$ cat config.mk
export PLATFORM = sky130hd
export DESIGN_NAME = pipeline_hazard_controller_flat
export DESIGN_NICKNAME = d
export VERILOG_FILES = /design/src/rtl/pipeline_pkg.sv /design/src/rtl/pipeline_hazard_controller_if.sv /design/src/rtl/sat_counter.sv /design/src/rtl/pipeline_hazard_controller.sv /design/src/flat_wrapper.sv
export SDC_FILE = /design/constraint.sdc
export NUM_CORES = 1
export LEC_CHECK = 0
export ABC_AREA = 1
export CORE_MARGIN = 3
export CORE_UTILIZATION = 56
export DETAILED_ROUTE_END_ITERATION = 16
export PLACE_DENSITY = 0.82
export RECOVER_POWER = 50
export SLEW_MARGIN = 25
export SYNTH_ARGS = -nofsm -noshare
export SYNTH_HDL_FRONTEND = slang
export SYNTH_SLANG_ARGS = --single-unit
export TNS_END_PERCENT = 50
$ cat constraint.sdc
create_clock -name clk -period 3.85 [get_ports clk]
set_input_delay 1.155 -clock clk [delete_from_list [all_inputs] [get_ports clk]]
set_output_delay 1.155 -clock clk [all_outputs]
set_load 0.02 [all_outputs]
$ cat src/rtl/pipeline_pkg.sv
// Shared types for the MIPS pipeline control path: sequencer states and the
// per-register stall/flush bundle consumed by the top-level datapath.
package pipeline_pkg;

  typedef enum logic [1:0] {
    INIT     = 2'd0,
    RUN      = 2'd1,
    MEM_WAIT = 2'd2
  } state_t;

  localparam logic [4:0] REG_ZERO = 5'd0;

  typedef struct packed {
    logic if_id;
    logic id_ex;
    logic ex_mem;
    logic mem_wb;
  } stage_ctrl_t;

  typedef struct packed {
    stage_ctrl_t stall;
    stage_ctrl_t flush;
    logic        pc_write;
  } hazard_ctrl_t;

  // $zero is hardwired, so a load targeting it never creates a dependency.
  function automatic logic load_use_hit(
    input logic       mem_read,
    input logic [4:0] load_rt,
    input logic [4:0] src_rs,
    input logic [4:0] src_rt
  );
    return mem_read && (load_rt != REG_ZERO) &&
           ((load_rt == src_rs) || (load_rt == src_rt));
  endfunction

endpackage

$ cat src/rtl/pipeline_hazard_controller_if.sv
// Hazard-controller bus: hazard detection inputs, per-register control
// outputs and debug counters.
interface pipeline_hazard_controller_if #(
  parameter int COUNT_WIDTH = 16
);
  logic                   clearCounters;
  logic                   idExMemRead;
  logic [4:0]             idExRt;
  logic [4:0]             ifIdRs;
  logic [4:0]             ifIdRt;
  logic                   branchTaken;
  logic                   memRequest;
  logic                   memReady;

  logic                   pcWriteEnable;
  logic                   stallIfId;
  logic                   stallIdEx;
  logic                   stallExMem;
  logic                   stallMemWb;
  logic                   flushIfId;
  logic                   flushIdEx;
  logic                   flushExMem;
  logic                   flushMemWb;
  logic                   memError;
  logic                   busy;
  logic [COUNT_WIDTH-1:0] stallCycleCount;
  logic [COUNT_WIDTH-1:0] flushCount;

  modport master (
    input  clearCounters, idExMemRead, idExRt, ifIdRs, ifIdRt,
           branchTaken, memRequest, memReady,
    output pcWriteEnable, stallIfId, stallIdEx, stallExMem, stallMemWb,
           flushIfId, flushIdEx, flushExMem, flushMemWb,
           memError, busy, stallCycleCount, flushCount
  );

  modport slave (
    output clearCounters, idExMemRead, idExRt, ifIdRs, ifIdRt,
           branchTaken, memRequest, memReady,
    input  pcWriteEnable, stallIfId, stallIdEx, stallExMem, stallMemWb,
           flushIfId, flushIdEx, flushExMem, flushMemWb,
           memError, busy, stallCycleCount, flushCount
  );
endinterface

$ cat src/rtl/sat_counter.sv
// Event counter that sticks at all-ones; clear wins over increment.
module sat_counter #(
  parameter int WIDTH = 16
) (
  input  logic             clk,
  input  logic             reset,
  input  logic             inc,
  input  logic             clr,
  output logic [WIDTH-1:0] count
);

  logic [WIDTH-1:0] count_reg;

  always_ff @(posedge clk or posedge reset) begin
    if (reset) begin
      count_reg <= '0;
    end else if (clr) begin
      count_reg <= '0;
    end else if (inc && (count_reg != {WIDTH{1'b1}})) begin
      count_reg <= count_reg + 1'b1;
    end
  end

  assign count = count_reg;

endmodule

$ cat src/rtl/pipeline_hazard_controller.sv
// Pipeline sequencer: post-reset flush, memory-wait stall with timeout,
// branch flush and load-use stall, plus saturating debug counters.
module pipeline_hazard_controller
  import pipeline_pkg::*;
#(
  parameter int INIT_CYCLES = 4,
  parameter int MEM_TIMEOUT = 16,
  parameter int COUNT_WIDTH = 16
) (
  input logic                          clk,
  input logic                          reset,
  pipeline_hazard_controller_if.master bus
);

  localparam logic [3:0] INIT_LAST   = 4'(INIT_CYCLES - 1);
  localparam logic [7:0] WAIT_LIMIT  = 8'(MEM_TIMEOUT);

  state_t       state_reg, state_next;
  logic [3:0]   init_count_reg, init_count_next;
  logic [7:0]   wait_count_reg, wait_count_next;
  logic         mem_error_reg, mem_error_next;

  hazard_ctrl_t ctrl;
  logic         load_use;
  logic         mem_hold;
  logic         branch_flush;

  assign load_use = load_use_hit(bus.idExMemRead, bus.idExRt, bus.ifIdRs, bus.ifIdRt);

  always_ff @(posedge clk or posedge reset) begin
    if (reset) begin
      state_reg      <= INIT;
      init_count_reg <= 4'd0;
      wait_count_reg <= 8'd0;
      mem_error_reg  <= 1'b0;
    end else begin
      state_reg      <= state_next;
      init_count_reg <= init_count_next;
      wait_count_reg <= wait_count_next;
      mem_error_reg  <= mem_error_next;
    end
  end

  always_comb begin
    state_next      = state_reg;
    init_count_next = init_count_reg;
    wait_count_next = wait_count_reg;
    mem_error_next  = mem_error_reg;
    ctrl            = '0;
    mem_hold        = 1'b0;
    branch_flush    = 1'b0;

    unique case (state_reg)
      INIT: begin
        init_count_next = init_count_reg + 4'd1;
        if (init_count_reg == INIT_LAST) begin
          state_next      = RUN;
          init_count_next = 4'd0;
        end
      end
      RUN: begin
        if (bus.memRequest && !bus.memReady) begin
          mem_hold        = 1'b1;
          state_next      = MEM_WAIT;
          wait_count_next = 8'd1;
        end
      end
      MEM_WAIT: begin
        if (!bus.memReady) begin
          mem_hold        = 1'b1;
          wait_count_next = wait_count_reg + 8'd1;
          // Give up on the access; the error flag tells software it was lost.
          if (wait_count_reg == WAIT_LIMIT) begin
            mem_error_next  = 1'b1;
            state_next      = RUN;
            wait_count_next = 8'd0;
          end
        end else begin
          state_next      = RUN;
          wait_count_next = 8'd0;
        end
      end
      default: begin
        state_next      = INIT;
        init_count_next = 4'd0;
        wait_count_next = 8'd0;
      end
    endcase

    // Output priority: init flush, memory hold, branch, load-use, free run.
    if (state_reg == INIT || !(state_reg == RUN || state_reg == MEM_WAIT)) begin
      ctrl.flush = '1;
    end else if (mem_hold) begin
      ctrl.stall.if_id  = 1'b1;
      ctrl.stall.id_ex  = 1'b1;
      ctrl.stall.ex_mem = 1'b1;
      ctrl.flush.mem_wb = 1'b1;
    end else if (bus.branchTaken) begin
      ctrl.flush.if_id = 1'b1;
      ctrl.flush.id_ex = 1'b1;
      ctrl.pc_write    = 1'b1;
      branch_flush     = 1'b1;
    end else if (load_use) begin
      ctrl.stall.if_id = 1'b1;
      ctrl.flush.id_ex = 1'b1;
    end else begin
      ctrl.pc_write = 1'b1;
    end
  end

  assign bus.pcWriteEnable = ctrl.pc_write;
  assign bus.stallIfId     = ctrl.stall.if_id;
  assign bus.stallIdEx     = ctrl.stall.id_ex;
  assign bus.stallExMem    = ctrl.stall.ex_mem;
  assign bus.stallMemWb    = ctrl.stall.mem_wb;
  assign bus.flushIfId     = ctrl.flush.if_id;
  assign bus.flushIdEx     = ctrl.flush.id_ex;
  assign bus.flushExMem    = ctrl.flush.ex_mem;
  assign bus.flushMemWb    = ctrl.flush.mem_wb;
  assign bus.memError      = mem_error_reg;
  assign bus.busy          = (state_reg != RUN);

  // Counter 0: stalled cycles outside INIT; counter 1: taken-branch flushes.
  logic [1:0]             cnt_inc;
  logic [COUNT_WIDTH-1:0] cnt_val [2];

  assign cnt_inc[0] = (state_reg == RUN || state_reg == MEM_WAIT) && !ctrl.pc_write;
  assign cnt_inc[1] = branch_flush;

  for (genvar gi = 0; gi < 2; gi++) begin : g_counter
    sat_counter #(
      .WIDTH(COUNT_WIDTH)
    ) u_counter (
      .clk   (clk),
      .reset (reset),
      .inc   (cnt_inc[gi]),
      .clr   (bus.clearCounters),
      .count (cnt_val[gi])
    );
  end

  assign bus.stallCycleCount = cnt_val[0];
  assign bus.flushCount      = cnt_val[1];

endmodule
$ cat src/flat_wrapper.sv
// flat-port wrapper written by rule: the top's interface ports become plain ports
module pipeline_hazard_controller_flat import pipeline_pkg::*;
#(
  parameter int INIT_CYCLES = 4,
  parameter int MEM_TIMEOUT = 16,
  parameter int COUNT_WIDTH = 16
)
  (clk, reset, bus_clearCounters, bus_idExMemRead, bus_idExRt, bus_ifIdRs, bus_ifIdRt, bus_branchTaken, bus_memRequest, bus_memReady, bus_pcWriteEnable, bus_stallIfId, bus_stallIdEx, bus_stallExMem, bus_stallMemWb, bus_flushIfId, bus_flushIdEx, bus_flushExMem, bus_flushMemWb, bus_memError, bus_busy, bus_stallCycleCount, bus_flushCount);
  pipeline_hazard_controller_if #(.COUNT_WIDTH(COUNT_WIDTH)) bus_i ();
  input logic clk;
  input logic reset;
  input wire logic [$bits(bus_i.clearCounters)-1:0] bus_clearCounters;
  input wire logic [$bits(bus_i.idExMemRead)-1:0] bus_idExMemRead;
  input wire logic [$bits(bus_i.idExRt)-1:0] bus_idExRt;
  input wire logic [$bits(bus_i.ifIdRs)-1:0] bus_ifIdRs;
  input wire logic [$bits(bus_i.ifIdRt)-1:0] bus_ifIdRt;
  input wire logic [$bits(bus_i.branchTaken)-1:0] bus_branchTaken;
  input wire logic [$bits(bus_i.memRequest)-1:0] bus_memRequest;
  input wire logic [$bits(bus_i.memReady)-1:0] bus_memReady;
  output wire logic [$bits(bus_i.pcWriteEnable)-1:0] bus_pcWriteEnable;
  output wire logic [$bits(bus_i.stallIfId)-1:0] bus_stallIfId;
  output wire logic [$bits(bus_i.stallIdEx)-1:0] bus_stallIdEx;
  output wire logic [$bits(bus_i.stallExMem)-1:0] bus_stallExMem;
  output wire logic [$bits(bus_i.stallMemWb)-1:0] bus_stallMemWb;
  output wire logic [$bits(bus_i.flushIfId)-1:0] bus_flushIfId;
  output wire logic [$bits(bus_i.flushIdEx)-1:0] bus_flushIdEx;
  output wire logic [$bits(bus_i.flushExMem)-1:0] bus_flushExMem;
  output wire logic [$bits(bus_i.flushMemWb)-1:0] bus_flushMemWb;
  output wire logic [$bits(bus_i.memError)-1:0] bus_memError;
  output wire logic [$bits(bus_i.busy)-1:0] bus_busy;
  output wire logic [$bits(bus_i.stallCycleCount)-1:0] bus_stallCycleCount;
  output wire logic [$bits(bus_i.flushCount)-1:0] bus_flushCount;
  assign bus_i.clearCounters = bus_clearCounters;
  assign bus_i.idExMemRead = bus_idExMemRead;
  assign bus_i.idExRt = bus_idExRt;
  assign bus_i.ifIdRs = bus_ifIdRs;
  assign bus_i.ifIdRt = bus_ifIdRt;
  assign bus_i.branchTaken = bus_branchTaken;
  assign bus_i.memRequest = bus_memRequest;
  assign bus_i.memReady = bus_memReady;
  assign bus_pcWriteEnable = bus_i.pcWriteEnable;
  assign bus_stallIfId = bus_i.stallIfId;
  assign bus_stallIdEx = bus_i.stallIdEx;
  assign bus_stallExMem = bus_i.stallExMem;
  assign bus_stallMemWb = bus_i.stallMemWb;
  assign bus_flushIfId = bus_i.flushIfId;
  assign bus_flushIdEx = bus_i.flushIdEx;
  assign bus_flushExMem = bus_i.flushExMem;
  assign bus_flushMemWb = bus_i.flushMemWb;
  assign bus_memError = bus_i.memError;
  assign bus_busy = bus_i.busy;
  assign bus_stallCycleCount = bus_i.stallCycleCount;
  assign bus_flushCount = bus_i.flushCount;
  pipeline_hazard_controller #(.INIT_CYCLES(INIT_CYCLES), .MEM_TIMEOUT(MEM_TIMEOUT), .COUNT_WIDTH(COUNT_WIDTH)) u_core (.clk(clk), .reset(reset), .bus(bus_i));
endmodule
# Word level (Yosys, flattened, before mapping)
# Cells that the tools add are included.
# word_totals
word_cells	80
romBits	0
memories	0
out_inout_bits	43
register_bits	47
inputBits	22
mem_bits_rw	0
latchBits	0
# classes
div_mod_pow	0
eq_ne	12
n_shift	0
multipliers	0
n_bitwise	2
mux	36
reduce_logical	20
n_lt_le_gt_ge	0
add_sub_neg	4
# ops
operator	count
2-to-1 mux 16 bit	4
adder 16 x 1 -> 16 bit (second input constant)	2
!= test 16 bit (second input constant)	2
2-to-1 mux 8 bit	3
one-hot mux 8 bit (3 select lines)	1
2-to-1 mux 1 bit	16
2-to-1 mux 2 bit	7
equality test 5 bit	2
adder 8 x 1 -> 8 bit (second input constant)	1
equality test 8 x 5 -> 1 bit (second input constant)	1
one-hot mux 4 bit (2 select lines)	1
logical AND 1 bit	6
!= test 2 x 1 -> 1 bit (second input constant)	3
one-hot mux 2 bit (3 select lines)	1
AND reduction 3 bit	2
nonzero test 5 bit	1
adder 4 x 1 -> 4 bit (second input constant)	1
equality test 4 x 2 -> 1 bit (second input constant)	1
2-to-1 mux 4 bit	1
nonzero test 2 bit	2
logical NOT 1 bit	3
logical OR 1 bit	3
2-to-1 mux 3 bit	1
!= test 3 x 2 -> 1 bit (second input constant)	1
other kinds (7)	8

# Longest topological paths before layout
# Gate-level depths: netlist of run 1.
# logic_depth
ltp_word	12
mapped_depth	13
mapped_depth_nobuf	12

# By module
# From an unflattened synthesis of run 1, not the netlist that was laid out.
# unflattened
hier_cells	493
hier_area_um2	3355.7
# by_module_without_submodules
mod	area_each_um2	seq_area_each_um2	cells_each	n_inst
sat_counter	1083.5	400.4	159	2
pipeline_hazard_controller	1188.6	375.4	175	1

# Least setup slack after synthesis of run 1
# Ideal clock, no wire load.
# synth_timing
kind	input-to-output
startpoint	input bus_memReady
endpoint	output bus_stallIfId
stages	7
required_ns	2.695
arrival_ns	2.305
slack_ns	0.390
n_path_buf	0
path_cell_list	inv_1 > nand2_1 > nand2_1 > nand2_1 > nand2_1 > a31oi_1 > nor2_1
# synth_via
elab_chain_len	6
word_cells_on_any_way	7
cone_classes	5 x mux; 2 x reduce/logical
# synth_lines
element	line	source
start: declaration	flat_wrapper.sv:19	input wire logic [$bits(bus_i.memReady)-1:0] bus_memReady;
logical NOT 1 bit	pipeline_hazard_controller.sv:62	if (bus.memRequest && !bus.memReady) begin
logical AND 1 bit	pipeline_hazard_controller.sv:62	
2-to-1 mux 1 bit	pipeline_hazard_controller.sv:62	
one-hot mux 1 bit (2 select lines) *	pipeline_hazard_controller.sv:53	unique case (state_reg)
2-to-1 mux 1 bit *	pipeline_hazard_controller.sv:93	end else if (mem_hold) begin
2-to-1 mux 3 bit *	pipeline_hazard_controller.sv:91	if (state_reg == INIT || !(state_reg == RUN || state_reg == MEM_WAIT)) begin
end: declaration	flat_wrapper.sv:21	output wire logic [$bits(bus_i.stallIfId)-1:0] bus_stallIfId;
# Every way passes the cells marked *; elsewhere a longest branch is shown, timed or not.

# Worst setup path after layout of run 1
# layout_timing
startpoint	input bus_idExRt[0]
endpoint	output bus_stallIfId
# layout_via
elab_chain_len	7
word_cells_on_any_way	10
cone_classes	2 x eq/ne; 4 x mux; 4 x reduce/logical
# layout_lines
element	line	source
start: declaration	flat_wrapper.sv:14	input wire logic [$bits(bus_i.idExRt)-1:0] bus_idExRt;
equality test 5 bit / nonzero test 5 bit (equally long branches)	pipeline_pkg.sv:34, pipeline_pkg.sv:33	
logical OR 1 bit / logical AND 1 bit (equally long branches)	pipeline_pkg.sv:34, pipeline_pkg.sv:33	
logical AND 1 bit *	pipeline_pkg.sv:33	return mem_read && (load_rt != REG_ZERO) &&
2-to-1 mux 1 bit *	pipeline_hazard_controller.sv:103	end else if (load_use) begin
2-to-1 mux 1 bit *	pipeline_hazard_controller.sv:98	end else if (bus.branchTaken) begin
2-to-1 mux 1 bit *	pipeline_hazard_controller.sv:93	
2-to-1 mux 3 bit *	pipeline_hazard_controller.sv:91	
# Marks and branches as above.

==> qor.txt, run 1 <==
Sequential area share after synthesis -> 0.364
Crit Path Max Fanout -> 4
Worst hold-check path type -> reg -> reg
Core Area -> 5540 um^2
Tmin final -> 3700 ps
Antenna violations before repair -> 0
Drt first pass iters -> 4
Layout Nets -> 546
Fmax -> 270 MHz
Number of global-route vias before repair -> 2,869
Final setup fails -> 0
Die Height -> 82.0 um
Hold EP -> u_core.bus.memError$_DFFE_PP0P_
Vias -> 3,055
RePlAce Congestion -> 0.869
Vias per Instance -> 5.20
R2R setup slack -> 1630 ps
DP HPWL -> 5.47 mm
Worst setup SP type -> input port
Area leader, netlist -> dfrtp_1
Die span in x -> 82.0 um
CP bufs+invs -> 4
CP max stage cell -> clkdlybuf4s50_1
Clock Path Buffers -> 2
Routed WL -> 7.36 mm
Syn Nets -> 480
Critical path capture point type -> primary output
Port Buffer Count -> 63
Worst skew pair latency -> 300 ps
Synthesized area -> 3230 um^2
Crit path DAT -> 2540 ps
Drt drc -> 0
Leakage -> 0.00196 uW
Worst-path clk slew -> 90 ps
Total number of yosys warnings -> 0
Yosys top cell area share -> 0.364
Final TNS setup -> 0 ps
Cell family contributing the most delay on the critical path -> buffers and inverters
Synth unique cells -> 39
Worst Setup Path Type -> in -> out
Max reg flops -> 32
Yosys reg bits -> 47
N_diodes -> 0
Outcome -> finished with violations
Synth area leaders -> dfrtp_1, nand2_1, nand3_1
I/O pins -> 65
Max-cap violations -> 1
Initial Utilization -> 0.583
FF-to-FF path depth -> 10
Slew @ Worst Pin -> 2030 ps
Post-Syn Instances -> 449
Hold Crit Depth -> 1
DIE AREA -> 6720 um^2
Share of cells above drive strength 1 -> 0.103
CTS sink count -> 47
PD cells -> 428 nW/um^2
Root Driver -> clkbuf_8
Failing checks -> max-capacitance violations, max-slew violations
Total gr overflow -> 0
Hold Startpoint -> u_core.bus.memError$_DFFE_PP0P_
FP Rows -> 27
Cell Chain, Critical Path -> clkdlybuf4s50_1 > inv_2 > nand4_1 > o21ai_0 > inv_1 > a31oi_1 > nor2_1 > clkbuf_2
WP data required -> 2690 ps
Gr usage total -> 0.237
Rel. slew slack -> -0.359
CTS Buf Count -> 5
Clk_skew -> 9.67 ps
Pins over their slew limit -> 48
Pin count of the biggest net entering global routing -> 48
Detail Route Antenna Nets -> 0
Total power -> 1730 uW
Fillers -> 454
Area growth, synth to finish -> 25.2%
VDD IR max -> 0.000255 V
Global-route wire length before repair -> 12.7 mm
Post-route clock period utilization -> 0.960
Crit path largest cell delay -> 470 ps
Fin. Hold Viols -> 0
Worst reg2reg path endpoint -> u_core.g_counter[1].u_counter.count[11]$_DFFE_PP0P_
Reg2reg start -> u_core.state_reg[0]$_DFFE_PP0P_
Drt initial violations -> 138
H-Tree Depth -> 2
CTS tree -> built
RSZ-0062 raised after global routing -> false
Avg Synthesized Cell Area -> 7.20 um^2
Avg WL per Cell -> 12.5 um
-- routing by layer --
| metal | part of all wire | global-route usage |
|---|---|---|
| met5 | 0 | 0 |
| met2 | 0.50 | 0.417 |
| met1 | 0.44 | 0.303 |
| met4 | 0.013 | 0.0515 |
| met3 | 0.044 | 0.0417 |
-- worst register-to-register path: cells and delay by family (launching register included) --
kind | cells | cell delay (ps)
flops | 1 | 400
simple gates | 5 | 800
buf+inv | 3 | 430
fa+ha+maj | 1 | 410
compound gates | 1 | 100
-- metrics by stage --
stage               utilization  area (um^2)  hold slack (ps)  cells  worst slack (ps)
floorplan                     -         3230              472    449               390
global placement          0.708         3930              464    580              -215
detailed placement        0.708         3930              476    580              -284
CTS                       0.732         4060              501    588              3.14
global route              0.730         4040              526    588              9.43
finish                    0.730         4040              489    588               152
-- placed cells by master, fill, tap and decap left out, types with 2 or more instances in the layout --
cell and instances:
nand2_1 114, nor2_1 53, inv_1 49, dfrtp_1 47, clkdlybuf4s50_1 46, nand3_1 45, xor2_1 18, o21ai_0 13
nand2_2 13, a21oi_1 11, nor3_1 10, dlygate4sd3_1 10, ha_1 9, buf_4 9, nand4_1 7, inv_2 6
o31ai_1 6, xnor2_1 5, o21ai_1 5, clkbuf_8 5, clkinv_1 3, clkbuf_2 3, a21boi_0 2, nand3_2 2
nand2_4 2, nor2_2 2, a31oi_1 2, bufinv_16 2, dlymetal6s2s_1 2
-- layout make-up --
type	count	area (um^2)	area share
multi-input cells	331	1750	0.432
flip-flops and latches	47	1180	0.291
repair buffers	71	676	0.167
inverters	59	223	0.0551
well taps	72	90.1	0.0223
clock buffers	6	72.6	0.0179
clock inverters	2	60.1	0.0149
-- worst max-delay path by stage --
stage	slack, ps	end	start	cells after the start
after floorplan	390	bus_stallIfId	bus_memReady	7
after global placement	-220	bus_flushIdEx	bus_idExRt[0]	10
after detailed placement	-280	bus_stallIfId	bus_idExRt[0]	10
after CTS	3	bus_stallIdEx	bus_memReady	8
after global routing	9	bus_stallIfId	bus_idExRt[0]	8
final	150	bus_stallIfId	bus_idExRt[0]	8
-- repair_timing --
| item | in CTS | in global routing |
|---|---|---|
| hold buffers | 0 | 0 |
| resized for setup | 4 | 11 |
| buffers inserted | 0 | 0 |
| setup endpoints to repair | 3 | 7 |
| cloned | 0 | 0 |
-- synth_stat cells, drive strengths merged --
master    n
a21boi    2
a21oi    13
a22oi     1
a31oi     2
buf       8
clkbuf    4
clkinv    3
conb      1
dfrtp    47
ha        9
inv      56
nand2   129
nand3    48
nand3b    1
nand4     7
nor2     57
nor3     12
nor4      1
o21ai    18
o21bai    1
o31ai     6
xnor2     5
xor2     18
-- report_power, final --
group | internal [uW] | switching, uW | total [uW]
Sequential | 537 | 46.7 | 584
Clock | 260 | 165 | 424
Combinational | 266 | 458 | 723
Total | 1060 | 669 | 1730
-- logic make-up (layout without fill, tap and decap cells) --
group / count (synthesis) / count (layout) / share of synthesized area
other: 1 / 1 / 0.00116
adders and majority gates: 9 / 9 / 0.0349
xor gates and xnor gates: 23 / 23 / 0.0624
AOI/OAI and AO/OA: 43 / 43 / 0.0798
and+or+nand+nor: 255 / 255 / 0.363
buffers and inverters: 71 / 138 / 0.0953
DFF: 47 / 47 / 0.364
Note: power is estimated with default switching activity, not from simulation.
==> run 2, diff against run 1 <==
- CORE_ASPECT_RATIO: not set -> 1.75
- RECOVER_POWER: 50 -> 25
- SETUP_SLACK_MARGIN: not set -> 0.15
==> run 2 against run 1 <==
  * The run now ends clean
  * Combinational power rose by 4.4%
  * Core utilization fell by 0.096 points
  * Largest power group unchanged
  * Maximum frequency rose by 3.5%
  * Design area rose by 0.68%
  * Clock skew rose by 4.0 ps
==> qor.txt, run 2 (synthesized netlist as in run 1, its figures left out) <==
Antenna violations before repair -> 0
Most frequent cells in the layout -> nand2_1, nor2_1, inv_1
Fin. Hold Viols -> 0
N_diodes -> 0
Pint -> 1010 uW
Crit path largest cell delay -> 450 ps
Worst skew pair latency -> 310 ps
Crit path DAT -> 2420 ps
FP Rows -> 36
Root Driver -> clkbuf_8
RePlAce Congestion -> 0.855
Seq pwr share -> 0.340
Global-route wire length before repair -> 12.5 mm
Core Area -> 5590 um^2
Drt first pass iters -> 4
Vias per Instance -> 5.18
Tmin final -> 3570 ps
Gr usage total -> 0.229
Worst hold-check path type -> reg -> reg
P_sw -> 707 uW
Cell family contributing the most delay on the critical path -> buffers and inverters
Leakage -> 0.00198 uW
Commonest non-fill, non-tap cell in the layout -> nand2_1
DIE AREA -> 6750 um^2
I/O pins -> 65
Worst setup SP type -> input port
Clk pwr share -> 0.221
Share of cells above drive strength 1 -> 0.105
Layout Nets -> 546
Drt initial violations -> 120
Cell Chain, Critical Path -> clkdlybuf4s50_1 > inv_1 > nand2_1 > nand2_1 > nand2_2 > inv_1 > buf_4 > dlygate4sd2_1
Pins over their slew limit -> 0
CTS Buf Count -> 5
WHS -> 491 ps
CTS tree -> built
Routed WL -> 7.46 mm
Switching share of total power -> 0.411
R2R setup slack -> 1640 ps
Total gr overflow -> 0
Final TNS setup -> 0 ps
Drt drc -> 0
Max-cap violations -> 0
Outcome -> completed
Detail Route Antenna Nets -> 0
Port Buffer Count -> 63
DP HPWL -> 5.75 mm
Initial Utilization -> 0.578
Final setup fails -> 0
Pin count of the biggest net entering global routing -> 26
Rel. slew slack -> 0.101
CP max stage cell -> clkdlybuf4s50_1
Area growth, synth to finish -> 26.0%
Vias -> 3,067
PD cells -> 423 nW/um^2
Post-CTS Setup Bufs -> 0
Worst-path clk slew -> 100 ps
Critical path capture point type -> primary output
Worst Setup Path Type -> in -> out
Filler-free cell count of the finished design -> 592
Max reg flops -> 32
Crit Path Max Fanout -> 4
Fmax -> 280 MHz
VDD IR max -> 0.000316 V
Avg WL per Cell -> 12.6 um
CTS sink count -> 47
Clk_skew -> 13.7 ps
Post-route clock period utilization -> 0.928
WP data required -> 2690 ps
Number of global-route vias before repair -> 2,937
CP bufs+invs -> 5
H-Tree Depth -> 2
RSZ-0062 raised after global routing -> true
Die span in x -> 63.4 um
Slew @ Worst Pin -> 1350 ps
Clock Path Buffers -> 2
Combinational share of power -> 0.438
Placed cells -> 584
Die Height -> 106 um
-- run 2: final timing paths --
check,from,endpoint,cells past startpoint
max reg2reg,u_core.g_counter[1].u_counter.count[0]$_DFFE_PP0P_,u_core.g_counter[1].u_counter.count[8]$_DFFE_PP0P_,10
min reg2reg,u_core.bus.memError$_DFFE_PP0P_,u_core.bus.memError$_DFFE_PP0P_,1
max,bus_memReady,bus_stallExMem,8
min,u_core.bus.memError$_DFFE_PP0P_,u_core.bus.memError$_DFFE_PP0P_,1
min in group asynchronous,reset,u_core.state_reg[1]$_DFFE_PP0P_,2
max in group asynchronous,reset,u_core.wait_count_reg[3]$_DFFE_PP0P_,3
-- run 2: what timing repair did --
action	4_1_cts	5_1_grt
hold buffers	0	0
resized for setup	18	17
endpoints found under the setup margin	7	6
pin swaps	0	7
-- run 2: per-layer routing --
layer / part of all wire / vias to the layer above / track usage
met2: 0.55 / 62 / 0.422
li1: - / 1553 / -
met5: 0 / - / 0
met4: 0.024 / 0 / 0.113
met3: 0.030 / 14 / 0.0370
met1: 0.40 / 1438 / 0.247
-- run 2: layout make-up --
| class | instances | area, um^2 |
|---|---|---|
| clock buffer | 5 | 68.8 |
| fill | 479 | 1510 |
| clock inverter | 3 | 47.5 |
| sequential | 47 | 1180 |
| tap | 76 | 95.1 |
| timing repair buffer | 71 | 696 |
| multi-input combinational | 331 | 1770 |
| inverter | 59 | 221 |
-- run 2: power by group through the flow --
| stage | Sequential (uW) | Clock, uW | Combinational, uW |
|---|---|---|---|
| 5_1_grt | 593 | 408 | 834 |
| 2_1_floorplan | 601 | 0 | 461 |
| 6_report | 586 | 381 | 755 |
| 4_1_cts | 586 | 390 | 736 |
| 3_3_place_gp | 592 | 0 | 746 |
| 3_5_place_dp | 595 | 0 | 759 |
-- run 2: worst reg2reg max path: cells and delay by family (launching register included) --
kind	cells	cell delay [ps]
AOI/OAI and AO/OA	2	180
adders and majority gates	1	230
buffers and inverters	1	200
DFF	1	450
and+or+nand+nor	6	1050
-- run 2: through the flow --
stage	cell area (um^2)	util	power [uW]	worst slack [ps]
floorplan	3230	-	1060	390
global placement	3930	0.704	1340	-239
detailed placement	3930	0.704	1350	-237
CTS	4040	0.723	1710	170
global route	4070	0.729	1840	146
finish	4070	0.729	1720	276
